$ cat src/rtl/choice_pkg.sv
// Shared definitions for the 1-of-5 selector path (debounce, decoder, encoder).
// Latency: n/a (types and constants only).
// Backpressure: n/a.
package choice_pkg;

  localparam int CH_N              = 5;
  localparam int DEFAULT_DB_CYCLES = 8;

  // Channel index, wide enough for CH_N=5; shared with the decoder/encoder.
  typedef logic [2:0] ch_idx_t;

endpackage

$ cat src/rtl/choice_db_chan.sv
// Single-channel two-flop synchroniser plus debounce counter and stable level.
// Latency: stable_o/upd_o change DB_CYCLES+1 edges after raw_i is first sampled (tick_i=1).
// Backpressure: none; raw_i is sampled every clock, counting advances only on tick_i.
module choice_db_chan #(
  parameter int DB_CYCLES = choice_pkg::DEFAULT_DB_CYCLES
) (
  input  logic clk,
  input  logic rst_n,
  input  logic tick_i,
  input  logic raw_i,
  output logic stable_o,
  output logic upd_o
);

  localparam int CNT_W = $clog2(DB_CYCLES);
  localparam logic [CNT_W-1:0] CNT_LAST = CNT_W'(DB_CYCLES - 1);

  // s1 may go metastable; only s2 is ever used by the debounce logic.
  logic             s1;
  logic             s2;
  logic [CNT_W-1:0] cnt;

  // Synchronise every clock; count consecutive ticks where s2 differs from the
  // stable level, any agreement restarts the count from zero.
  always_ff @(posedge clk) begin
    if (!rst_n) begin
      s1       <= 1'b0;
      s2       <= 1'b0;
      cnt      <= '0;
      stable_o <= 1'b0;
      upd_o    <= 1'b0;
    end else begin
      s1    <= raw_i;
      s2    <= s1;
      upd_o <= 1'b0;
      if (s2 == stable_o) begin
        cnt <= '0;
      end else if (tick_i) begin
        if (cnt == CNT_LAST) begin
          stable_o <= s2;
          cnt      <= '0;
          upd_o    <= 1'b1;
        end else begin
          cnt <= cnt + 1'b1;
        end
      end
    end
  end

endmodule

$ cat src/rtl/choice_1of5_debounce.sv
// Debounces CH_N raw switch lines into a registered vector plus a change strobe.
// Latency: level sampled at edge k appears on x_o (with chg_o) after edge k+DB_CYCLES+2 at tick_i=1.
// Backpressure: none; outputs are levels/pulses, the downstream decoder must accept every change.
module choice_1of5_debounce
  import choice_pkg::*;
#(
  parameter int CH_N      = choice_pkg::CH_N,
  parameter int DB_CYCLES = DEFAULT_DB_CYCLES
) (
  input  logic            clk,
  input  logic            rst_n,
  input  logic            tick_i,
  input  logic [CH_N-1:0] sw_i,
  output logic [CH_N-1:0] x_o,
  output logic            chg_o
);

  logic [CH_N-1:0] stable;
  logic [CH_N-1:0] upd;

  for (genvar g = 0; g < CH_N; g++) begin : g_chan
    choice_db_chan #(
      .DB_CYCLES (DB_CYCLES)
    ) u_chan (
      .clk      (clk),
      .rst_n    (rst_n),
      .tick_i   (tick_i),
      .raw_i    (sw_i[g]),
      .stable_o (stable[g]),
      .upd_o    (upd[g])
    );
  end

  // Register the vector and strobe together so chg_o marks the first cycle of a new x_o.
  always_ff @(posedge clk) begin
    if (!rst_n) begin
      x_o   <= '0;
      chg_o <= 1'b0;
    end else begin
      x_o   <= stable;
      chg_o <= |upd;
    end
  end

endmodule

$ cat config.mk
export PLATFORM = sky130hd
export DESIGN_NAME = choice_1of5_debounce
export DESIGN_NICKNAME = d
export VERILOG_FILES = /design/src/rtl/choice_pkg.sv /design/src/rtl/choice_db_chan.sv /design/src/rtl/choice_1of5_debounce.sv
export SDC_FILE = /design/constraint.sdc
export NUM_CORES = 1
export LEC_CHECK = 0
export BUFFER_PORTS_ARGS = -buffer_cell sky130_fd_sc_hd__clkbuf_2
export CAP_MARGIN = 30
export CORE_UTILIZATION = 50
export CTS_BUF_LIST = sky130_fd_sc_hd__clkbuf_2
export CTS_CLUSTER_SIZE = 12
export DETAILED_ROUTE_END_ITERATION = 16
export PLACE_DENSITY = 0.71
export SYNTH_ARGS = -nofsm -noshare
export SYNTH_HDL_FRONTEND = slang
export SYNTH_SLANG_ARGS = --single-unit
$ cat constraint.sdc
create_clock -name clk -period 1.2 [get_ports clk]
set_input_delay 0.24 -clock clk [delete_from_list [all_inputs] [get_ports clk]]
set_output_delay 0.24 -clock clk [all_outputs]
set_load 0.01 [all_outputs]
# Word level (Yosys, flattened, before mapping)
# Index checks and enable logic that the tools add are counted.
[word_totals]
register_bits = 41
in_bits = 8
output_inout_bits = 6
wordCells = 75
[classes]
addsub = 5
n_eq_ne = 10
n_mux = 10
bitwise_logic = 7
reduce_logical = 16
[ops]
columns = ["cell", "n"]
rows = [
  ["adder 3 x 1 -> 3 bit, second input constant", 5],
  ["equality test 3 bit, second input constant", 5],
  ["two-way mux 3 bit", 5],
  ["AND reduction 3 bit", 5],
  ["OR reduction 3 bit", 5],
  ["OR reduction 2 bit", 5],
  ["NOT 1 bit", 7],
  ["equality test 1 bit", 5],
  ["two-way mux 1 bit", 5],
  ["OR reduction 5 bit", 1],
]

# Longest topological paths before layout
[depth]
ltp_word = 3
mapped_depth = 4
mapped_depth_nobuf = 4

# By module
# From an unflattened synthesis, not the netlist that was laid out.
[hier_totals]
cells_unflattened = 148
area_unflattened_um2 = 1617.8
[modules_own_cells]
columns = ["mod", "instances", "cells_per_inst", "area_per_inst_um2", "seq_area_each_um2"]
rows = [
  ["choice_db_chan", 5, 27, 290.3, 140.1],
  ["choice_1of5_debounce", 1, 13, 166.4, 120.1],
]

# Worst setup path after synthesis
# No wires, ideal clock.
[synth_path]
path_kind = "reg-to-reg"
start = "register g_chan[1].u_chan.cnt[0]"
end = "register g_chan[1].u_chan.cnt[0]"
setup_ns = 0.079
arrival_ns = 1.228
required_time_ns = 1.121
slack_ns = -0.107
stages_incl_launch_ff = 5
path_buffers = 0
period_less_slack_ns = 1.307
path_cell_list = "dfxtp_1 > ha_1 > ha_1 > or3b_1 > a211oi_2"
[synth_via]
elab_chain_cells = 2
word_cells_on_any_way = 3
cone_classes = "add/sub (1); eq/ne (1); mux (1)"
[synth_rtl]
columns = ["item", "line", "rtl"]
rows = [
  ["from (decl)", "choice_db_chan.sv:21", "logic [CNT_W-1:0] cnt;"],
  ["from (signal assigned)", "choice_db_chan.sv:44", "cnt <= cnt + 1'b1;"],
  ["adder 3 x 1 -> 3 bit or equality test 3 bit (tied branches)", "choice_db_chan.sv:44, choice_db_chan.sv:39", ""],
  ["two-way mux 3 bit *", "choice_db_chan.sv:39", "if (cnt == CNT_LAST) begin"],
]
# Mark *: on every way between the ends. The rest lies on a longest branch, timed or not.
# A chain may end at the register's enable or synchronous reset.

# Worst setup path in the final report
[layout_path]
start = "register g_chan[3].u_chan.cnt[1]"
end = "register g_chan[3].u_chan.cnt[0]"
[layout_via]
elab_chain_cells = 2
[layout_rtl]
columns = ["item", "line"]
rows = [
  ["from (decl)", "choice_db_chan.sv:21"],
  ["from (signal assigned)", "choice_db_chan.sv:44"],
  ["equality test 3 bit", "choice_db_chan.sv:39"],
  ["two-way mux 3 bit", "choice_db_chan.sv:39"],
]
# No other way between the ends.

==> results.yml <==
logic_synthesis:
  synth_edf_count: 0
  synth.area.mux_share: 0.0437
  synth-xor-area-share: 0.0273
  synth_cell_type_count: 21
  yosys_most_used_dff: "dfxtp_1"
  netlist_area_um2: 1600
  syn-num-nets: 162
  async_flop_share: 0
  synth_area_leaders: "dfxtp_1, ha_1, and2_1, mux2i_1, a211oi_2"
  yosys-top-cells-count: "dfxtp_1, and2_1, ha_1"
  yosys_warnings: 0
  syn_inst: 143
  synth.most_common_cell: "dfxtp_1"
  synthAdderAreaFrac: 0.0858
  synth_compound_area_frac: 0.103
  ys_seq_elements: 41
  synth_top_area_share: 0.512
  yosysSeqAreaShare: 0.512
  synth-simple-area-share: 0.200
  synth_top_family_by_area: "simple AND/OR/NAND/NOR gates"
  syn_area_per_cell_um2: 11.2
  yosysTopAreaCell: "dfxtp_1"
cts:
  htree_levels: 2
  ctsRootBufferMaster: "clkbuf_2"
  clock_latency_ns: 0.40
  clk_pin_slew_ns: 0.22
  cts_tree: "built"
  cts.sinks: 41
  cts_buffers: 5
  cts_buffer_depth: 2
run:
  drv_cap: 0
critical_path:
  required_ns: 1.54
  crit_arrival_ns: 1.66
  rrSetupSlack_ns: -0.12
  slowest_stage: "dfxtp_2"
  crit_top_cell: "ha_4"
  crit_type: "register to register"
  crit_path_end_kind: "register"
  cpPeakStageDelay_ns: 0.39
  crit_chain: "ha_4 -> ha_4 -> or3b_4 -> a211oi_2"
  start_kind: "register"
  path_delay_family: "flip-flops"
  critPathBufInv: 0
  crit_fanout: 2
drt:
  drc: 0
  wire_per_inst_um: 13.5
  vias: 1111
  totalWireLength_um: 3010
  drt_iter0_drc: 21
  viasPerCell: 4.96
  postRouteAntennaNets: 0
  drt_pass1_iterations: 4
floorplan:
  core-area_um2: 3050
  die_w_um: 58.6
  io_pins: 14
  rows: 20
  die_y_um: 58.6
  dieArea_um2: 3440
  start_util: 0.525
layout:
  n_antenna_cell: 0
  syn_to_final_growth_pct: 36.0
  fin_cells: 224
  fillers: 251
  post-route-util: 0.714
  fin_nets: 198
  layout-drive-gt1-share: 0.472
grt:
  globalRouteOverflowTotal: 0
  grt_pass1_vias: 1182
  grt_use_met3: 0.0659
  grt.total_usage: 0.207
  antenna_found_initial: 0
  grt_pass1_wl_um: 5200
  use_met1: 0.243
  gr-usage-met2: 0.358
  grt.busiest_layer: "met2"
  grt_max_degree: 19
sta:
  relSlewSlack: 0.683
  period_needed_ns: 1.32
  timing.final.ws_setup_ns: -0.115
  fin_crit_sh: 1.10
  rsz0062_at_grt: "true"
  setup_violations: 6
  hold_viol_final: 0
  finClkSkew_ns: 0.0281
  max_slew.worst_pin.slew_ns: 0.472
  fmax_mhz: 760
  slew_viol_final: 0
placement:
  routabilityCongestion: 0.669
  io_buffers: 13
  dpl.hpwl_um: 2010
  place_inst: 212
run_status:
  status: "finished with violations"
  violations: "negative setup slack"
power:
  p_leak_nw: 0.821
  p_per_area_nw_per_um2: 1080
  peakVddDrop_mv: 0.689
hold_path:
  hold_path.class: "input port to register"
==> flip-flops by register name, summed over array words and instances, names as in the netlist <==
signal                  flops
chg_o                       1
g_chan.u_chan.cnt          15
g_chan.u_chan.s1            5
g_chan.u_chan.s2            5
g_chan.u_chan.stable_o      5
g_chan.u_chan.upd_o         5
x_o                         5
==> metrics by stage <==
stage	worst slack (ns)	setup TNS [ns]	area [µm²]	power, mW	hold slack (ns)
floorplan	-0.0732	-0.342	1620	1.50	0.367
global placement	-0.0680	-0.417	1850	1.54	0.417
detailed placement	-0.146	-0.963	1850	1.55	0.424
CTS	-0.170	-0.953	2130	2.38	0.00676
global route	-0.162	-0.962	2180	2.46	0.0197
finish	-0.115	-0.520	2180	2.35	0.0565
==> final timing paths <==
path,from,to,depth (start not counted)
min reg2reg,g_chan[3].u_chan.s1$_SDFF_PN0_,g_chan[3].u_chan.s2$_SDFF_PN0_,1
min,sw_i[3],g_chan[3].u_chan.s1$_SDFF_PN0_,2
max,g_chan[3].u_chan.cnt[1]$_SDFFE_PP0P_,g_chan[3].u_chan.cnt[0]$_SDFFE_PP0P_,4
max reg2reg,g_chan[3].u_chan.cnt[1]$_SDFFE_PP0P_,g_chan[3].u_chan.cnt[0]$_SDFFE_PP0P_,4
==> placed cells by master (no fill, tap or decap) <==
cell	instances
dfxtp_1	31
clkbuf_2	18
and2_1	15
buf_4	13
ha_4	11
dfxtp_2	10
nor3_1	9
nand2b_1	8
a211oi_2	7
mux2i_1	7
buf_6	6
xnor2_1	5
a21oi_2	5
or3b_4	4
nor3b_1	4
nand3b_1	3
a21bo_2	3
nand3_1	3
dlygate4sd3_1	3
nand2_1	2
nand3_2	2
a21bo_4	2
inv_1	1
or3b_1	1
a211oi_1	1
nor2_1	1
a21oi_1	1
clkinv_4	1
bufinv_16	1
clkinvlp_4	1
buf_12	1
==> worst register-to-register path, cell delays in order (launching register included) <==
cell,delay (ns)
dfxtp_2,0.39
ha_4,0.17
ha_4,0.16
or3b_4,0.37
a211oi_2,0.18
==> report_power, final <==
group | leakage (nW) | switching (mW) | internal [mW]
Sequential | 0.338 | 0.00994 | 1.38
Clock | 0.0392 | 0.456 | 0.355
Combinational | 0.445 | 0.0715 | 0.0750
==> metal layers <==
metal  part of all wire  wire length [µm]
met5                  0                 0
met4             0.0066                20
met3              0.031                94
met2               0.52              1560
met1               0.45              1340
==> layout make-up <==
class                   instances  area [µm²]  share of cell area
clock inverters                 3        46.3              0.0212
inverters                       1        3.75             0.00172
repair buffers                 36         280               0.129
flip-flops and latches         41         833               0.382
well taps                      44        55.1              0.0252
clock buffers                   5        25.0              0.0115
multi-input cells              94         937               0.430
==> cells by family (layout without fill, tap and decap cells) <==
| kind of cell | after synthesis | count (layout) |
|---|---|---|
| simple gates | 52 | 52 |
| flops | 41 | 41 |
| compound gates | 19 | 19 |
| fa+ha+maj | 11 | 11 |
| buf+inv | 8 | 45 |
| mux | 7 | 7 |
| xor+xnor | 5 | 5 |
==> timing repair <==
item,CTS,global route
endpoints found under the setup margin,14,13
setup buffers,2,0
resized for setup,34,14
pin swaps,21,18
gates cloned,0,0
hold buffers,2,1
hold endpoints to repair,2,1
No activity file was read; power rests on OpenSTA's default activity.
